===== src/rtl/immediate_encoder_pkg.sv =====
// Shared word width, FSM state encodings and the fixed 2-bit rotate used by the
// immediate encoder.
package immediate_encoder_pkg;

   localparam int WORD_W = 32;

   typedef enum logic [1:0] {
      ST_IDLE   = 2'd0,
      ST_SEARCH = 2'd1,
      ST_DONE   = 2'd2
   } state_e;

   function automatic logic [WORD_W-1:0] rol2(input logic [WORD_W-1:0] x);
      return {x[WORD_W-3:0], x[WORD_W-1:WORD_W-2]};
   endfunction

endpackage


===== src/rtl/immd_window_check.sv =====
// Combinational test of whether a rotated candidate fits in the low 8-bit window.
module immd_window_check
   import immediate_encoder_pkg::*;
(
   input  logic [WORD_W-1:0] candidate,
   output logic              fits,
   output logic [7:0]        imm8
);

   assign fits = (candidate[WORD_W-1:8] == '0);
   assign imm8 = candidate[7:0];

endmodule


===== src/rtl/immediate_encoder.sv =====
// Encodes a 32-bit constant as an ARM-style rotated 8-bit immediate or a 12-bit
// memory offset, searching one rotation per cycle with a fixed 2-bit rotate.
module immediate_encoder
   import immediate_encoder_pkg::*;
#(
   parameter int REGISTER_LEN = WORD_W,
   parameter int ROT_STEPS    = 16
) (
   input  logic                    clk,
   input  logic                    rst,
   input  logic                    start,
   input  logic [REGISTER_LEN-1:0] value,
   input  logic                    is_mem,
   output logic                    busy,
   output logic                    done,
   output logic                    valid,
   output logic [11:0]             shift_operand
);

   localparam logic [3:0] K_LAST = 4'(ROT_STEPS - 1);

   state_e                  state_q, state_d;
   logic [3:0]              k_q, k_d;
   logic [REGISTER_LEN-1:0] cand_q, cand_d;
   logic                    busy_q, busy_d;
   logic                    done_q, done_d;
   logic                    valid_q, valid_d;
   logic [11:0]             so_q, so_d;

   logic                    fits;
   logic [7:0]              imm8;

   immd_window_check u_window (
      .candidate (cand_q),
      .fits      (fits),
      .imm8      (imm8)
   );

   always_comb begin
      state_d = state_q;
      k_d     = k_q;
      cand_d  = cand_q;
      valid_d = valid_q;
      so_d    = so_q;
      case (state_q)
         ST_IDLE: begin
            if (start) begin
               cand_d = value;
               if (is_mem) begin
                  state_d = ST_DONE;
                  valid_d = (value[REGISTER_LEN-1:12] == '0);
                  so_d    = valid_d ? value[11:0] : 12'h000;
               end else begin
                  state_d = ST_SEARCH;
                  k_d     = 4'd0;
               end
            end
         end
         ST_SEARCH: begin
            // cand_q always holds value ROL (2*k_q), so the first hit is the smallest k
            if (fits) begin
               state_d = ST_DONE;
               valid_d = 1'b1;
               so_d    = {k_q, imm8};
            end else if (k_q == K_LAST) begin
               state_d = ST_DONE;
               valid_d = 1'b0;
               so_d    = 12'h000;
            end else begin
               k_d    = k_q + 4'd1;
               cand_d = rol2(cand_q);
            end
         end
         ST_DONE: state_d = ST_IDLE;
         default: state_d = ST_IDLE;
      endcase
      busy_d = (state_d != ST_IDLE);
      done_d = (state_d == ST_DONE);
   end

   always_ff @(posedge clk or negedge rst) begin
      if (!rst) begin
         state_q <= ST_IDLE;
         k_q     <= 4'd0;
         cand_q  <= '0;
         busy_q  <= 1'b0;
         done_q  <= 1'b0;
         valid_q <= 1'b0;
         so_q    <= 12'h000;
      end else begin
         state_q <= state_d;
         k_q     <= k_d;
         cand_q  <= cand_d;
         busy_q  <= busy_d;
         done_q  <= done_d;
         valid_q <= valid_d;
         so_q    <= so_d;
      end
   end

   assign busy          = busy_q;
   assign done          = done_q;
   assign valid         = valid_q;
   assign shift_operand = so_q;

endmodule


===== config.mk =====
export PLATFORM = sky130hd
export DESIGN_NAME = immediate_encoder
export DESIGN_NICKNAME = d
export VERILOG_FILES = /design/src/rtl/immediate_encoder_pkg.sv /design/src/rtl/immd_window_check.sv /design/src/rtl/immediate_encoder.sv
export SDC_FILE = /design/constraint.sdc
export NUM_CORES = 1
export LEC_CHECK = 0
export ABC_AREA = 1
export BUFFER_PORTS_ARGS = -buffer_cell sky130_fd_sc_hd__buf_2
export CAP_MARGIN = 20
export CORE_UTILIZATION = 49
export CTS_CLUSTER_SIZE = 24
export DETAILED_ROUTE_END_ITERATION = 8
export PLACE_DENSITY = 0.71
export REMOVE_ABC_BUFFERS = 1
export SETUP_SLACK_MARGIN = 0.2
export SYNTH_ARGS = -nofsm -noshare
export SYNTH_HDL_FRONTEND = slang
export SYNTH_HIERARCHICAL = 1
export SYNTH_SLANG_ARGS = --single-unit

===== constraint.sdc =====
create_clock -name clk -period 2.2 [get_ports clk]
set_input_delay 0.33 -clock clk [delete_from_list [all_inputs] [get_ports clk]]
set_output_delay 0.33 -clock clk [all_outputs]
set_load 0.02 [all_outputs]

# After elaboration in Yosys (flattened, before gate mapping)
# Index checks and enable logic that the tools add are counted.
dict set report classes {
  add_sub_neg 1
  eq_ne 9
  muxes 25
  n_reduce_logical 8
}
# op count
set ops {}
lappend ops {{32-bit 2-to-1 mux} 3}
lappend ops {{32-bit case mux with 2 select lines} 1}
lappend ops {{12-bit 2-to-1 mux} 5}
lappend ops {{24-bit logical NOT} 1}
lappend ops {{12-bit case mux with 2 select lines} 1}
lappend ops {{20-bit logical NOT} 1}
lappend ops {{4-bit 2-to-1 mux} 4}
lappend ops {{2-bit != test, second input constant} 5}
lappend ops {{2-bit 2-to-1 mux} 4}
lappend ops {{4-bit case mux with 2 select lines} 1}
lappend ops {{4-bit AND reduction} 2}
lappend ops {{5-bit AND reduction} 1}
lappend ops {{4-bit by 1-bit adder with 4-bit output, second input constant} 1}
lappend ops {{4-bit == test, second input constant} 1}
lappend ops {{1-bit 2-to-1 mux} 4}
lappend ops {{2-bit case mux with 2 select lines} 1}
lappend ops {{2-bit nonzero test} 2}
lappend ops {{3-bit != test, second input constant} 1}
lappend ops {{2-bit by 1-bit == test with 1-bit output, second input constant} 1}
lappend ops {{2-bit == test, second input constant} 1}
lappend ops {{2-bit logical NOT} 1}
lappend ops {{1-bit case mux with 2 select lines} 1}
dict set report totals {
  reg_bits 53
  inputBits 36
  out_inout_bits 15
  word_cells 50
}

# Longest topological paths before layout
dict set report depth {
  word_depth 5
  depth_mapped 13
}

# Modules after synthesis
# The synthesis kept the hierarchy.
# mod instances cells_per_inst area_each_um2 seq_area_each_um2
set modules_own_cells {}
lappend modules_own_cells {immediate_encoder 1 368 2793.9 1326.3}
lappend modules_own_cells {immd_window_check 1 29 143.9 0.0}

# Worst setup path before layout
# No wires, ideal clock.
dict set report synth_path {
  path_type {reg2reg}
  startpoint {register cand_q[11]}
  endpoint {register so_q[0], in the netlist shift_operand[0]}
  setup_ns 0.077
  t_arrival_ns 1.500
  path_slack_ns 0.623
  path_stages_with_launch 14
  n_path_buf 2
  period_less_slack_ns 1.577
  path_cell_list {dfrtp_1 nor2_1 nand2_1 nor2_1 nand2_1 nor2_2 buf_4 inv_2 nand2_1 nand2_2 nand2_1 buf_6 nor2_1 a21oi_1}
}
dict set report synth_via {
  elab_chain_len 3
  elab_cells_between_ends 5
  cone_classes {eq/ne (1); mux (2); reduce/logical (2)}
}
# item line_no
set synth_rtl {}
lappend synth_rtl {{start: declaration} immediate_encoder.sv:24} ;# logic [REGISTER_LEN-1:0] cand_q, cand_d;
lappend synth_rtl {{start signal: assignment} immediate_encoder.sv:93} ;# cand_q <= cand_d;
lappend synth_rtl {{24-bit logical NOT (*)} immd_window_check.sv:10} ;# assign fits = (candidate[WORD_W-1:8] == '0);
lappend synth_rtl {{net fits} immediate_encoder.sv:30} ;# logic fits;
lappend synth_rtl {{3-bit != test (no line) or 12-bit 2-to-1 mux (tied branches)} --}
lappend synth_rtl {{4-bit AND reduction (no line) or 12-bit case mux with 2 select lines (tied branches)} --}
lappend synth_rtl {{end signal: assignment} immediate_encoder.sv:89} ;# so_q <= 12'h000;
lappend synth_rtl {{end signal: assignment} immediate_encoder.sv:97} ;# so_q <= so_d;
lappend synth_rtl {{end: declaration} immediate_encoder.sv:28} ;# logic [11:0] so_q, so_d;
# Mark *: on every way through the listed nets, which the timed path passes. The rest lies on a longest branch.
# A chain may end at the register's enable or synchronous reset.

# Worst setup path in the final report
dict set report layout_path {
  startpoint {register cand_q[11]}
  endpoint {register cand_q[0]}
}
dict set report layout_via {
  elab_chain_len 3
}
# item line_no
set layout_rtl {}
lappend layout_rtl {{24-bit logical NOT} immd_window_check.sv:10}
lappend layout_rtl {{net fits} immediate_encoder.sv:30}
lappend layout_rtl {{2-bit != test (no line)} --}
lappend layout_rtl {{4-bit AND reduction (no line)} --}
# The timed path passes the listed nets, and every way through them passes these cells.

==> impl_metrics.csv <==
group,metric,value,unit
sta,setup_viol_count_final,0,
power,clkPwrFrac,12.9,%
power,switching_power,1895,µW
clock_network,cts_made_buffers,5,
finish,area.growth.synth_to_final,13.37,%
finish,nets,474,
finish,layout-drive-gt1-share,18.99,%
route,drcViolationCount,0,
yosys,async_flop_share,100.0,%
global_routing,number_of_global_route_vias_before_repair,2497,
finish,final_util,59.04,%
floorplan,design.die.area,6309,µm²
critical_path,worstPathBufferInverterCount,1,
clock_network,clock_path_buffers,2,
clock_network,clkTransAtPathRegs,0.09,ns
placement,place.port_buffers,50,
power,switching_share,43.65,%
global_routing,use_met1,31.83,%
status,outcome,"complete, no violations",
clock_network,clock_tree.htree_level_count,2,
floorplan,floorplan.io_pins,51,
finish,layout_cell_area_excl_fill,3331,µm²
placement,preCtsSetupSlack,0.3606,ns
finish,insertedDiodeCount,0,
clock_network,worst_skew_pair.late_latency,0.30,ns
critical_path,critical-path-slowest-cell,"sky130_fd_sc_hd__dfrtp_1",
route,vias,2675,
critical_path,worst_path_most_repeated_cell,"sky130_fd_sc_hd__nand2_1",
placement,dp_hpwl,4.715,mm
yosys,mappedNetlistArea,2938,µm²
route,routed_wire_length_per_instance,13.08,µm
clock_network,post_cts_buffers,0,
power,power_density,1303,nW/µm²
clock_network,post_cts_resized,0,
critical_path,cp-end-kind,"flop",
global_routing,grt_antenna_before_repair,0,
power,sequential_cell_fraction_of_total_power,39.7,%
critical_path,worstPathCellList,"nor2_1 -> nand2_1 -> nor2_1 -> nand2_1 -> nor2_4 -> nand2_2 -> nand2_2 -> nor2_4 -> buf_4 -> o21ai_1 -> nand2_1",
global_routing,grt_max_degree,76,
sta,slew_viol_final,0,
critical_path,worst-endpoint-required,2.39,ns
yosys,synth.ff_latch_count,53,
run,max-cap-violations,0,
sta,final_critical_path_setup_slack,0.4278,ns
clock_network,tritoncts,"done",
placement,place.gp.congestion,0.7812,
placement,detailed_place.area,3237,µm²
route,avgViaCountPerCell,5.255,
critical_path,timing.critical_path.slowest_cell_delay,0.40,ns
route,drtAntennaViolNets,0,
sta,finalHoldViolations,0,
finish,mostFrequentLayoutCell,"sky130_fd_sc_hd__nand2_1",
floorplan,rows,27,
critical_path,crit_arrival,1.96,ns
sta,transition_time_at_the_pin_with_the_least_slew_margin,0.5723,ns
sta,shortest_period_the_worst_path_allows,1.772,ns
critical_path,critical_path.startpoint_type,"flop",
global_routing,grt_first_pass_wirelength,11.32,mm
critical_path,worst-setup-path-type,"reg2reg",
floorplan,fp.dieW,79.43,µm
yosys,synthFlopType,"sky130_fd_sc_hd__dfrtp_1",
sta,timing.slew.headroom,61.85,%
sta,skew,0.007246,ns
sta,layout_worst_path_cycle_share,80.56,%
min_path,timing.hold.worst.class,"in2async",
power,total_power,4341,µW
floorplan,core_area,5642,µm²
route,postRouteWirelength,6.656,mm
global_routing,grt_util_met2,36.58,%
floorplan,floorplan.initialDensity,52.07,%
global_routing,groute.layer.met3.usage,3.886,%
global_routing,most_used_routing_layer,"met2",
critical_path,cp_top_family,"simple AND/OR/NAND/NOR gates",
critical_path,crit_fanout,13,
clock_network,cts.root.buffer_cell,"sky130_fd_sc_hd__clkbuf_8",
sta,rsz0062_at_grt,"false",
power,worst_ir_drop_vdd,0.0006102,V
route,drt-pass1-iter-count,4,
yosys,synth.avg_cell_area,7.400,µm²
power,p_leak,0.001642,µW
floorplan,die_y,79.43,µm
yosys,synth_enable_flop_cells,0,
yosys,yosys_warnings,6,
power,power_frac_comb,47.4,%
sta,fmax,564.3,MHz
global_routing,gr-total-overflow,0,
clock_network,clkSinkCount,53,
yosys,yosysUniqueCellTypes,22,
yosys,synth_seq_area_share,45.14,%
finish,layout.cells.most_common_list,"sky130_fd_sc_hd__nand2_1 (86), sky130_fd_sc_hd__nor2_1 (71), sky130_fd_sc_hd__dfrtp_1 (53)",
clock_network,cts_hold_buf,0,
sta,tns,0,ns
yosys,post_synth_inst_count,397,
route,drtIter0Drc,173,
global_routing,grt.total_usage,23.09,%
power,cellInternalPower,2446,µW
-- final cells by class --
| class | instances | area (µm²) |
|---|---|---|
| clock buffers | 7 | 86.33 |
| multi-input cells | 274 | 1280 |
| fillers | 545 | 2311 |
| inverters | 40 | 150.1 |
| well taps | 72 | 90.09 |
| repair buffers | 63 | 397.9 |
| flip-flops and latches | 53 | 1326 |
-- registers in the layout, indices dropped and copies added (netlist names) --
register / count
cand_q: 32
shift_operand: 12
k_q: 4
state_q: 2
busy: 1
done: 1
valid: 1
-- final timing paths --
kind                            slack [ns]                     end              startpoint  depth (start not counted)
worst max-delay path                  0.43   cand_q[0]$_DFFE_PN0P_  cand_q[11]$_DFFE_PN0P_                         11
worst min-delay path                  0.01  cand_q[17]$_DFFE_PN0P_                     rst                          1
worst max register to register        0.43   cand_q[0]$_DFFE_PN0P_  cand_q[11]$_DFFE_PN0P_                         11
worst min register to register        0.51  cand_q[11]$_DFFE_PN0P_  cand_q[11]$_DFFE_PN0P_                          2
max in group asynchronous             1.62  cand_q[23]$_DFFE_PN0P_                     rst                          2
min in group clk                      0.31  cand_q[29]$_DFFE_PN0P_               value[29]                          3
-- metrics by stage --
stage	hold WS (ns)	cells
finish	0.01073	509
global placement	0.3485	502
CTS	0.02702	509
detailed placement	0.3632	502
global route	0.04826	509
floorplan	0.03441	367
-- cell usage after synthesis, types with 2 or more instances --
master	n	area [µm²]
sky130_fd_sc_hd__buf_4	11	82.58
sky130_fd_sc_hd__dfrtp_1	53	1326
sky130_fd_sc_hd__inv_1	37	138.9
sky130_fd_sc_hd__nor2_2	2	12.51
sky130_fd_sc_hd__inv_2	3	11.26
sky130_fd_sc_hd__nand3_1	6	30.03
sky130_fd_sc_hd__nand2_2	4	25.02
sky130_fd_sc_hd__o21ai_0	14	70.07
sky130_fd_sc_hd__or2_2	2	12.51
sky130_fd_sc_hd__nand4_1	14	87.58
sky130_fd_sc_hd__o211ai_1	20	150.1
sky130_fd_sc_hd__a21oi_1	27	135.1
sky130_fd_sc_hd__nand2_1	87	326.6
sky130_fd_sc_hd__buf_6	2	22.52
sky130_fd_sc_hd__nor2_4	2	22.52
sky130_fd_sc_hd__o21ai_1	22	110.1
sky130_fd_sc_hd__buf_2	16	80.08
sky130_fd_sc_hd__nor2_1	71	266.5
-- logic make-up (layout without fill, tap and decap cells) --
group | count (synthesis) | after routing | synth area share [%]
AOI/OAI and AO/OA | 83 | 83 | 15.84
buffers and inverters | 70 | 110 | 11.54
DFF | 53 | 53 | 45.14
and+or+nand+nor | 190 | 190 | 27.04
adders and majority gates | 1 | 1 | 0.4258
-- power groups by stage --
stage	clock network [µW]	registers [µW]	logic [µW]
final	560	1720	2060
after global routing	602	1780	2330
after CTS	576	1720	2060
after detailed placement	0	1740	2050
after global placement	0	1720	2020
after floorplan	0	1850	1260
-- routing by layer --
metal / vias up / routed length, µm
li1: 1354 / -
met1: 1261 / 3248
met2: 56 / 3138
met3: 4 / 221
met4: 0 / 47
met5: - / 0
No activity file was read; power rests on OpenSTA's default activity.
